**src/rtl/data_island_scheduler.sv**
```systemverilog
// Data island sequencer: preamble, leading guard, back-to-back 32-cycle packets with
// round-robin source arbitration, trailing guard. All outputs registered off clk_pixel.
module data_island_scheduler #(
    parameter int BIT_WIDTH    = 9,
    parameter int ISLAND_START = 20,
    parameter int ISLAND_END   = 128,
    parameter int MAX_PACKETS  = 2
) (
    input  logic                 clk_pixel,
    input  logic                 reset_n,
    input  logic [BIT_WIDTH:0]   cx,
    input  logic [2:0]           req,
    output logic [2:0]           mode,
    output logic                 preamble,
    output logic [2:0]           grant,
    output logic                 grant_start,
    output logic [4:0]           packet_index,
    output logic                 busy
);

    localparam logic [2:0] S_IDLE     = 3'd0;
    localparam logic [2:0] S_PREAMBLE = 3'd1;
    localparam logic [2:0] S_LEAD     = 3'd2;
    localparam logic [2:0] S_PACKET   = 3'd3;
    localparam logic [2:0] S_TRAIL    = 3'd4;

    localparam logic [2:0] MODE_CTRL  = 3'd0;
    localparam logic [2:0] MODE_DATA  = 3'd3;
    localparam logic [2:0] MODE_GUARD = 3'd4;

    localparam logic [BIT_WIDTH:0] START_CX = ISLAND_START[BIT_WIDTH:0];
    localparam logic [4:0]         MAX_PKT  = 5'(MAX_PACKETS);
    // A further packet needs 32 data cycles plus 2 guard cycles before ISLAND_END.
    localparam int                 ROOM_LIMIT = ISLAND_END - 34;

    logic [2:0] state_q, state_d;
    logic [2:0] cnt_q, cnt_d;
    logic [4:0] pkt_cnt_q, pkt_cnt_d;
    logic [1:0] rr_ptr_q, rr_ptr_d;
    logic [2:0] mode_q, mode_d;
    logic       preamble_q, preamble_d;
    logic [2:0] grant_q, grant_d;
    logic       grant_start_q, grant_start_d;
    logic [4:0] packet_index_q, packet_index_d;
    logic       busy_q, busy_d;

    logic       room_ok;
    logic       start_packet;
    logic [2:0] arb_grant;
    logic [1:0] arb_next_ptr;
    logic [1:0] cand_idx [3];

    assign room_ok = (int'(cx) <= ROOM_LIMIT);

    // cand_idx[k] is the k-th source visited, starting at the round-robin pointer.
    for (genvar gi = 0; gi < 3; gi++) begin : g_cand
        logic [2:0] sum;
        assign sum          = {1'b0, rr_ptr_q} + 3'(gi);
        assign cand_idx[gi] = (sum >= 3'd3) ? 2'(sum - 3'd3) : sum[1:0];
    end

    always_comb begin
        arb_grant    = 3'b000;
        arb_next_ptr = rr_ptr_q;
        for (int k = 2; k >= 0; k--) begin
            if (req[cand_idx[k]]) begin
                arb_grant    = 3'b001 << cand_idx[k];
                arb_next_ptr = (cand_idx[k] == 2'd2) ? 2'd0 : cand_idx[k] + 2'd1;
            end
        end
    end

    always_comb begin
        state_d        = state_q;
        cnt_d          = cnt_q + 3'd1;
        pkt_cnt_d      = pkt_cnt_q;
        rr_ptr_d       = rr_ptr_q;
        grant_d        = grant_q;
        grant_start_d  = 1'b0;
        packet_index_d = packet_index_q + 5'd1;
        start_packet   = 1'b0;

        case (state_q)
            S_IDLE: begin
                cnt_d = '0;
                if (cx == START_CX && |req) begin
                    state_d   = S_PREAMBLE;
                    pkt_cnt_d = '0;
                end
            end
            S_PREAMBLE: begin
                if (cnt_q == 3'd7) begin
                    state_d = S_LEAD;
                    cnt_d   = '0;
                end
            end
            S_LEAD: begin
                if (cnt_q == 3'd1) begin
                    start_packet = 1'b1;
                end
            end
            S_PACKET: begin
                if (packet_index_q == 5'd31) begin
                    if (|req && (pkt_cnt_q < MAX_PKT) && room_ok) begin
                        start_packet = 1'b1;
                    end else begin
                        state_d = S_TRAIL;
                        cnt_d   = '0;
                    end
                end
            end
            S_TRAIL: begin
                if (cnt_q == 3'd1) begin
                    state_d = S_IDLE;
                end
            end
            default: state_d = S_IDLE;
        endcase

        // An empty arbitration still opens a (null) packet; the pointer then stays put.
        if (start_packet) begin
            state_d        = S_PACKET;
            grant_d        = arb_grant;
            rr_ptr_d       = arb_next_ptr;
            grant_start_d  = 1'b1;
            packet_index_d = '0;
            pkt_cnt_d      = pkt_cnt_q + 5'd1;
        end

        if (state_d != S_PACKET) begin
            grant_d        = '0;
            packet_index_d = '0;
        end

        mode_d = MODE_CTRL;
        if (state_d == S_PACKET) begin
            mode_d = MODE_DATA;
        end else if (state_d == S_LEAD || state_d == S_TRAIL) begin
            mode_d = MODE_GUARD;
        end
        preamble_d = (state_d == S_PREAMBLE);
        busy_d     = (state_d != S_IDLE);
    end

    always_ff @(posedge clk_pixel) begin
        if (!reset_n) begin
            state_q        <= S_IDLE;
            cnt_q          <= '0;
            pkt_cnt_q      <= '0;
            rr_ptr_q       <= '0;
            mode_q         <= MODE_CTRL;
            preamble_q     <= 1'b0;
            grant_q        <= '0;
            grant_start_q  <= 1'b0;
            packet_index_q <= '0;
            busy_q         <= 1'b0;
        end else begin
            state_q        <= state_d;
            cnt_q          <= cnt_d;
            pkt_cnt_q      <= pkt_cnt_d;
            rr_ptr_q       <= rr_ptr_d;
            mode_q         <= mode_d;
            preamble_q     <= preamble_d;
            grant_q        <= grant_d;
            grant_start_q  <= grant_start_d;
            packet_index_q <= packet_index_d;
            busy_q         <= busy_d;
        end
    end

    assign mode         = mode_q;
    assign preamble     = preamble_q;
    assign grant        = grant_q;
    assign grant_start  = grant_start_q;
    assign packet_index = packet_index_q;
    assign busy         = busy_q;

endmodule

```
**config.mk**
```make
export PLATFORM = sky130hd
export DESIGN_NAME = data_island_scheduler
export DESIGN_NICKNAME = d
export VERILOG_FILES = /design/src/rtl/data_island_scheduler.sv
export SDC_FILE = /design/constraint.sdc
export NUM_CORES = 1
export LEC_CHECK = 0
export BUFFER_PORTS_ARGS = -buffer_cell sky130_fd_sc_hd__buf_2
export CORE_MARGIN = 3
export CORE_UTILIZATION = 45
export DETAILED_ROUTE_END_ITERATION = 6
export HOLD_SLACK_MARGIN = 0.1
export PLACE_DENSITY = 0.72
export SLEW_MARGIN = 20
export SYNTH_ARGS = -nofsm -noshare
export SYNTH_HDL_FRONTEND = slang
export SYNTH_SLANG_ARGS = --single-unit
```
**constraint.sdc**
```tcl
create_clock -name clk_pixel -period 3.9 [get_ports clk_pixel]
set_clock_uncertainty 0.15 [all_clocks]
set_input_delay 0.585 -clock clk_pixel [delete_from_list [all_inputs] [get_ports clk_pixel]]
set_output_delay 0.585 -clock clk_pixel [all_outputs]
set_load 0.005 [all_outputs]
```
# == Yosys cells after proc, flatten, opt, wreduce, memory -nomap -nowiden ==
# Index checks and enable logic that the tools add are counted.
# classes
mux,39
n_addsub,11
bitwise,1
mul,0
magnitude_cmp,8
reduce_logical,15
div,0
eq_ne,16
n_shift,3
# op_table
cell,n
2-to-1 mux 3 bit,13
2-to-1 mux 2 bit,10
2-to-1 mux 5 bit,3
case mux 3 bit (5 select lines),1
"== test 3 x 2 -> 1 bit, second input constant",4
"adder 5 x 1 -> 5 bit, second input constant",2
"== test 10 x 5 -> 1 bit, second input constant",1
"less-or-equal comparator 10 x 7 -> 1 bit, second input constant",1
"== test 3 x 1 -> 1 bit, second input constant",3
"== test 3 bit, second input constant",3
"less-than comparator 2 x 3 -> 1 bit, second input constant",3
case mux 3 bit (3 select lines),1
"left shift 1 x 2 -> 3 bit, first input constant",3
2-to-1 mux 1 bit,7
"adder 2 x 1 -> 2 bit, second input constant",3
binary-select mux 1 bit (select 2 bit),3
"== test 2 bit, second input constant",3
"greater-or-equal comparator 3 x 2 -> 1 bit, second input constant",2
nonzero test 3 bit,2
OR reduction 3 bit,2
"subtractor 2 bit, second input constant",3
"== test 5 bit, second input constant",1
"less-than comparator 5 x 2 -> 1 bit, second input constant",1
AND reduction 2 bit,2
12 further kinds,16
# word_totals
elab_cells,104
mem_bits_rw,0
inputBits,15
mem_count,0
latch_bits,0
mem_bits_ro,0
register_bits,27

# == Longest topological paths before layout ==
# Gate-level depths: netlist of run 1.
# depth
ltp_word,11
depth_mapped,9

# == Least setup slack after synthesis of run 1 ==
# OpenSTA, ideal clock, no wires.
# synth_path
path_type,input to register
startpoint,input req[1]
endpoint,register packet_index_q[2] (netlist: packet_index[2])
arrival_ns,1.994
t_required_ns,3.686
path_stages,6
n_path_buf,0
path_slack_ns,1.691
setup_ns,0.064
path_cell_list,nor2_1 a2111o_1 o31ai_2 nand3_2 a211o_1 nor2_1
# synth_between
elab_chain_len,9
elab_cells_between_ends,14
# synth_rtl
item,line_no,source
start: declaration,12,"input logic [2:0] req,"
OR reduction 3 bit *,"86, 104",
logical AND 1 bit (2 in series),104,if (|req && (pkt_cnt_q < MAX_PKT) && room_ok) begin
2-to-1 mux 3 bit / 2-to-1 mux 1 bit (equally long branches),104,
2-to-1 mux 3 bit / 2-to-1 mux 1 bit (equally long branches),103,if (packet_index_q == 5'd31) begin
case mux 3 bit (5 select lines) / case mux 1 bit (2 select lines) (equally long branches),83,case (state_q)
2-to-1 mux 3 bit,121,if (start_packet) begin
inequality test 3 x 2 -> 1 bit,130,if (state_d != S_PACKET) begin
OR reduction 3 bit (no source line) *,-,
end signal: assignment,166,packet_index_q <= packet_index_d;
end: declaration,44,"logic [4:0] packet_index_q, packet_index_d;"
# Every way passes the cells marked *; elsewhere a longest branch is shown, timed or not.
# A chain may end at the register's enable or synchronous reset.

# == Worst setup path in the final report of run 1 ==
# layout_path
startpoint,register rr_ptr_q[0]
endpoint,register rr_ptr_q[0]
# layout_between
elab_chain_len,8
elab_cells_between_ends,31
# layout_rtl
item,line_no,source
start: declaration,39,"logic [1:0] rr_ptr_q, rr_ptr_d;"
start signal: assignment,161,rr_ptr_q <= rr_ptr_d;
adder 2 x 2 -> 3 bit,58,"assign sum = {1'b0, rr_ptr_q} + 3'(gi);"
greater-or-equal comparator 3 x 2 -> 1 bit / subtractor 2 bit (equally long branches),59,assign cand_idx[gi] = (sum >= 3'd3) ? 2'(sum - 3'd3) : sum[1:0];
2-to-1 mux 2 bit,59,
adder 2 x 1 -> 2 bit / == test 2 bit (equally long branches),68,arb_next_ptr = (cand_idx[k] == 2'd2) ? 2'd0 : cand_idx[k] + 2'd1;
2-to-1 mux 2 bit,68,
2-to-1 mux 2 bit (3 in series),66,if (req[cand_idx[k]]) begin
# Several ways; a longest one is shown, not always the timed one. The select of a mux whose other input is x is not followed.

==> impl_results.md, run 1 <==
* Outcome: finished clean
* First-pass GRT wire length at 4926 um
* Min-Delay Path Class: register to register
* CTS tree: done
* Clock buffer depth at 2
* Tcrit/Tclk final at 59.36%
* P per Cell Area at 256.7 nW/um2
* Post-synthesis cell area at 1383 um2
* Distinct cell type count after synthesis at 43
* Final core occ at 54.61%
* Wire per inst at 13.86 um
* CP max-delay cell: ha_1
* Flop pwr share at 66.4%
* Clk sinks at 26
* Pint at 0.3124 mW
* Worst path most repeated cell: a21oi_1
* CTS H-Tree Depth at 1
* Yosys reg bits at 26
* Number of vias per cell at 5.735
* Gates resized, CTS repair at 0
* Layout cells sized above 1 at 21.81%
* Hold Buf Count CTS at 0
* DRT Pass-1 Iters at 4
* Placer Congestion at 0.9195
* Largest net degree at the start of global routing at 14
* Least-Margin Pin Slew at 807.5 ps
* Peak Freq at 0.4319 GHz
* Worst-path clk slew at 120 ps
* Final setup fails at 0
* Die X at 61.43 um
* Gr usage total at 17.39%
* Syn nets at 187
* Antenna cell count at 0
* DRC viols at 0
* Commonest non-fill, non-tap cell in the layout: buf_2
* Clock root buffer: clkbuf_4
* Lkg Pwr at 0.6972 nW
* Slowest stage delay, CP at 410 ps
* CP bufs+invs at 1
* Multi-input gate area at 790.8 um2
* Initial Util at 48.46%
* Nets@finish at 215
* Final Critical Period at 2315 ps
* Post-CTS Setup Inserts at 0
* Fillers at 260
* Io pins at 29
* Worst relative slew slack at 45.41%
* Vias in the first global route at 1182
* Syn. warnings at 0
* Critical path peak fanout at 8
* Die Footprint at 3774 um2
* Post-DP HPWL at 2389 um
* Routed WL at 3036 um
* Core footprint at 2853 um2
* Critical path data required time at 4010 ps
* Sw frac at 21.87%
* DIE HEIGHT at 61.43 um
* Post-route setup TNS at 0 ps
* Slew Viols, Final at 0
* Cells after synthesis at 162
* Peak VDD IR at 179.2 uV
* Area Growth Syn to Fin at 12.67%
* Comb pwr share at 6.1%
* MaxCap Viol Count at 0
* Final ANT Viol Nets at 0
* Critical path type: register to register
* Total gr overflow at 0
* Register area at 520.5 um2
* Crit path cell chain: inv_1 -> ha_1 -> maj3_1 -> a21oi_1 -> o21ai_0 -> or2_1 -> a21oi_1
* Switching pwr at 0.08746 mW
* Post-synth EDFFs at 0
* DR iter-0 viols at 87
* Critical Path End Type: register
* Initial antenna violation count at 0
* Total CTS buffers at 3
* Final hold vios at 0
* Unrepaired setup endpoints after global routing: false
* Worst setup SP type: register
* Total power at 0.3999 mW
* DR vias at 1256
* Sequential share of the synthesized area at 37.65%
* Rows at 19
* Latest clock arrival within the worst-skew pair at 320 ps
* Crit path max-delay family: adder cells
* # port buffers at 28
* Syn Area/Cell at 8.534 um2
* Share of total power in the clock network at 27.5%
* Worst EP arrival at 2420 ps
* Fin Hold WS at 311.9 ps
* Fraction of registers with async set/reset at 0%
* Main synth FF type: dfxtp_1
* Commonest non-fill, non-tap cells in the layout: 28 x buf_2, 26 x dfxtp_1, 20 x nor2_1, 15 x a21oi_1, 14 x nand2_1
-- power groups by stage --
stage               sequential (mW)  clock, mW  combinational (mW)
floorplan                     0.272          0              0.0118
global placement              0.272          0              0.0230
detailed placement            0.272          0              0.0239
CTS                           0.266      0.112              0.0241
global route                  0.266      0.124              0.0267
finish                        0.266      0.110              0.0244
-- sequential cells by signal, indices dropped and copies added, names as in the netlist --
name	count
pkt_cnt_q	5
grant_start	1
grant	3
cnt_q	3
packet_index	5
busy	1
rr_ptr_q	2
preamble	1
mode	2
state_q	3
-- metrics by stage --
step                instance area, um2  worst slack (ps)  instances
global placement                  1535              1457        216
finish                            1558              1585        219
floorplan                         1383              1691        162
CTS                               1558              1615        219
detailed placement                1535              1354        216
global route                      1558              1360        219
-- kinds of logic (layout without fill, tap and decap cells) --
| family | Yosys count | in the layout | share of synthesized area, % |
|---|---|---|---|
| xor+xnor | 3 | 3 | 1.901 |
| simple gates | 64 | 64 | 24.07 |
| compound gates | 35 | 35 | 16.92 |
| mux | 6 | 6 | 4.525 |
| fa+ha+maj | 11 | 11 | 9.774 |
| buf+inv | 17 | 43 | 5.158 |
| flops | 26 | 26 | 37.65 |
-- worst paths after layout --
kind                            startpoint                       end  slack [ps]  cells past startpoint
setup / recovery  rr_ptr_q[0]$_SDFFE_PN0P_  rr_ptr_q[0]$_SDFFE_PN0P_        1580                      7
hold / removal       grant[0]$_SDFFE_PP0P_     grant[0]$_SDFFE_PP0P_         310                      2
setup reg to reg  rr_ptr_q[0]$_SDFFE_PN0P_  rr_ptr_q[0]$_SDFFE_PN0P_        1580                      7
hold reg to reg      grant[0]$_SDFFE_PP0P_     grant[0]$_SDFFE_PP0P_         310                      2
-- Yosys cell counts, types with 3 or more instances --
cell type | number | area, um2
a21oi_1 | 15 | 75.07
o21ai_0 | 4 | 20.02
clkbuf_1 | 3 | 11.26
dfxtp_1 | 26 | 520.5
inv_1 | 12 | 45.04
nor2_1 | 20 | 75.07
nor4_1 | 3 | 18.77
mux2i_1 | 4 | 40.04
nand2_1 | 14 | 52.55
ha_1 | 10 | 125.1
and3_1 | 3 | 18.77
nand3_1 | 5 | 25.02
nand2b_1 | 4 | 25.02
-- layer usage --
layer / GRT usage, % / share of wire [%] / up-vias
met1: 19.26 / 44 / 591
met4: 6.970 / 1.4 / 0
met2: 32.93 / 50 / 39
li1: - / - / 621
met5: 0 / 0 / -
met3: 2.516 / 5.0 / 5
-- worst min-delay path, stage by stage (launching register included) --
cell	delay, ps
dfxtp_1	330
nand2_1	50
a21oi_1	50
-- final cells by class --
cell class	count	share of cell area, %
Multi-Input combinational cell	119	50.76
Sequential cell	26	33.41
Timing Repair Buffer	28	8.996
Inverter	12	2.892
Tap cell	31	2.490
Clock buffer	3	1.446
No activity file was read; power rests on OpenSTA's default activity.
==> run 2, diff against run 1 <==
==> constraint.sdc (replaced) <==
create_clock -name clk_pixel -period 2.2 [get_ports clk_pixel]
set_clock_uncertainty 0.15 [all_clocks]
set_input_delay 0.33 -clock clk_pixel [delete_from_list [all_inputs] [get_ports clk_pixel]]
set_output_delay 0.33 -clock clk_pixel [all_outputs]
set_load 0.005 [all_outputs]
==> impl_results.md, run 2 (same netlist as run 1, synthesis figures left out) <==
* Peak VDD IR at 336.1 uV
* Pint at 0.5533 mW
* Placer Congestion at 0.9252
* Wire per inst at 13.86 um
* Fillers at 260
* Outcome: finished clean
* Place WS at -27.61 ps
* Total power at 0.7088 mW
* DRT Pass-1 Iters at 4
* Hold path cells at 3
* Worst relative slew slack at 70.66%
* Initial Util at 48.46%
* Setup ws final at 85.09 ps
* Final hold vios at 0
* Latest clock arrival within the worst-skew pair at 310 ps
* Share of total power in the clock network at 27.2%
* Reg-to-Reg Start: packet_index[1]$_SDFF_PP0_
* Flop pwr share at 66.1%
* Rows at 19
* Peak Freq at 0.4728 GHz
* Worst-path clk slew at 130 ps
* Switching pwr at 0.1555 mW
* Vias in the first global route at 1195
* Critical Path End Type: register
* MaxCap Viol Count at 0
* Core footprint at 2853 um2
* Worst R2R Path Depth at 8
* Worst setup SP type: register
* Unrepaired setup endpoints after global routing: true
* Number of vias per cell at 5.675
* Fin cells at 228
* Comb pwr share at 6.7%
* Clk sinks at 26
* Critical path data required time at 2310 ps
* Slew Viols, Final at 0
* DIE HEIGHT at 61.43 um
* Largest net degree at the start of global routing at 14
* Lkg Pwr at 0.7349 nW
* DRC viols at 0
* DR vias at 1294
* Routed WL at 3159 um
* Die Footprint at 3774 um2
* Critical path peak fanout at 4
* P per Cell Area at 415.0 nW/um2
* Total CTS buffers at 3
* Die X at 61.43 um
* Nets@finish at 224
* Post-route setup TNS at 0 ps
* Fin Hold WS at 136.0 ps
* Commonest non-fill, non-tap cell in the layout: buf_2
* Area Growth Syn to Fin at 23.53%
* Sw frac at 21.94%
* Antenna cell count at 0
* Dpl cells at 223
* Clock buffer depth at 2
* Gr usage total at 17.57%
* Worst EP arrival at 2220 ps
* Io pins at 29
* Initial antenna violation count at 0
* Critical path type: register to register
* Total gr overflow at 0
* DR iter-0 viols at 49
* CTS H-Tree Depth at 1
* Layout cells sized above 1 at 31.47%
* Clock root buffer: clkbuf_4
* First-pass GRT wire length at 5009 um
* Post-DP HPWL at 2482 um
* Tcrit/Tclk final at 96.13%
* Min-Delay Path Class: primary input to register
* Worst Setup SP: packet_index[1]$_SDFF_PP0_
* CTS tree: done
* Hold Startpoint: reset_n
* Commonest non-fill, non-tap cells in the layout: 28 x buf_2, 24 x dfxtp_1, 20 x nor2_1, 14 x a21oi_1, 13 x nand2_1
* Least-Margin Pin Slew at 438.4 ps
* # port buffers at 28
* Final Critical Period at 2115 ps
* Final setup fails at 0
* Final ANT Viol Nets at 0
run 2: changes by cell type in the layout (fill, tap and decap cells not counted), sizes merged:
cell / change
buf: +9
run 2: stage by stage:
step	instance area, um2	util, %
floorplan	1383	-
global placement	1588	55.66
detailed placement	1588	55.66
CTS	1610	56.45
global route	1708	59.87
finish	1708	59.87
run 2: cell type report:
type	instances	area, um2	area share, %
clock buffers	3	22.52	1.319
inverters	12	45.04	2.637
multi-input cells	119	865.8	50.70
flip-flops and latches	26	528.0	30.92
well taps	31	38.79	2.271
repair buffers	37	207.7	12.16
run 2: routing by layer:
layer / wire, um / part of all wire (%) / up-vias / global-route usage (%)
met4: 52 / 1.6 / 0 / 7.273
met3: 144 / 4.6 / 5 / 1.887
met5: 0 / 0 / - / 0
met1: 1421 / 45 / 609 / 21.21
met2: 1541 / 49 / 39 / 31.57
li1: - / - / 641 / -
run 2: worst max-delay path, stage by stage (launching register included):
cell and delay [ps]:
dfxtp_4 390, ha_4 140, and3_4 180, ha_4 160, nand3_4 80, nor4_4 370, nor2_2 110, or3_1 330
a21oi_1 140
run 2: power by group through the flow:
stage / Sequential [mW] / Clock, mW / Combinational [mW]
after floorplan: 0.481 / 0 / 0.0210
after global placement: 0.481 / 0 / 0.0424
after detailed placement: 0.481 / 0 / 0.0446
after CTS: 0.471 / 0.200 / 0.0448
after global routing: 0.469 / 0.216 / 0.0515
final: 0.468 / 0.193 / 0.0476
run 2: repair_timing:
item | 4_1_cts | 5_1_grt
endpoints found under the setup margin | 0 | 13
buffers inserted | 0 | 2
hold buffers | 0 | 0
resized for setup | 0 | 19
run 2: path summary, 6_finish.rpt:
path                                to  slack, ps
max          pkt_cnt_q[3]$_SDFFE_PN0P_         90
min                cnt_q[2]$_SDFF_PN0_        140
max reg2reg  pkt_cnt_q[3]$_SDFFE_PN0P_         90
min reg2reg        cnt_q[0]$_SDFF_PN0_        320
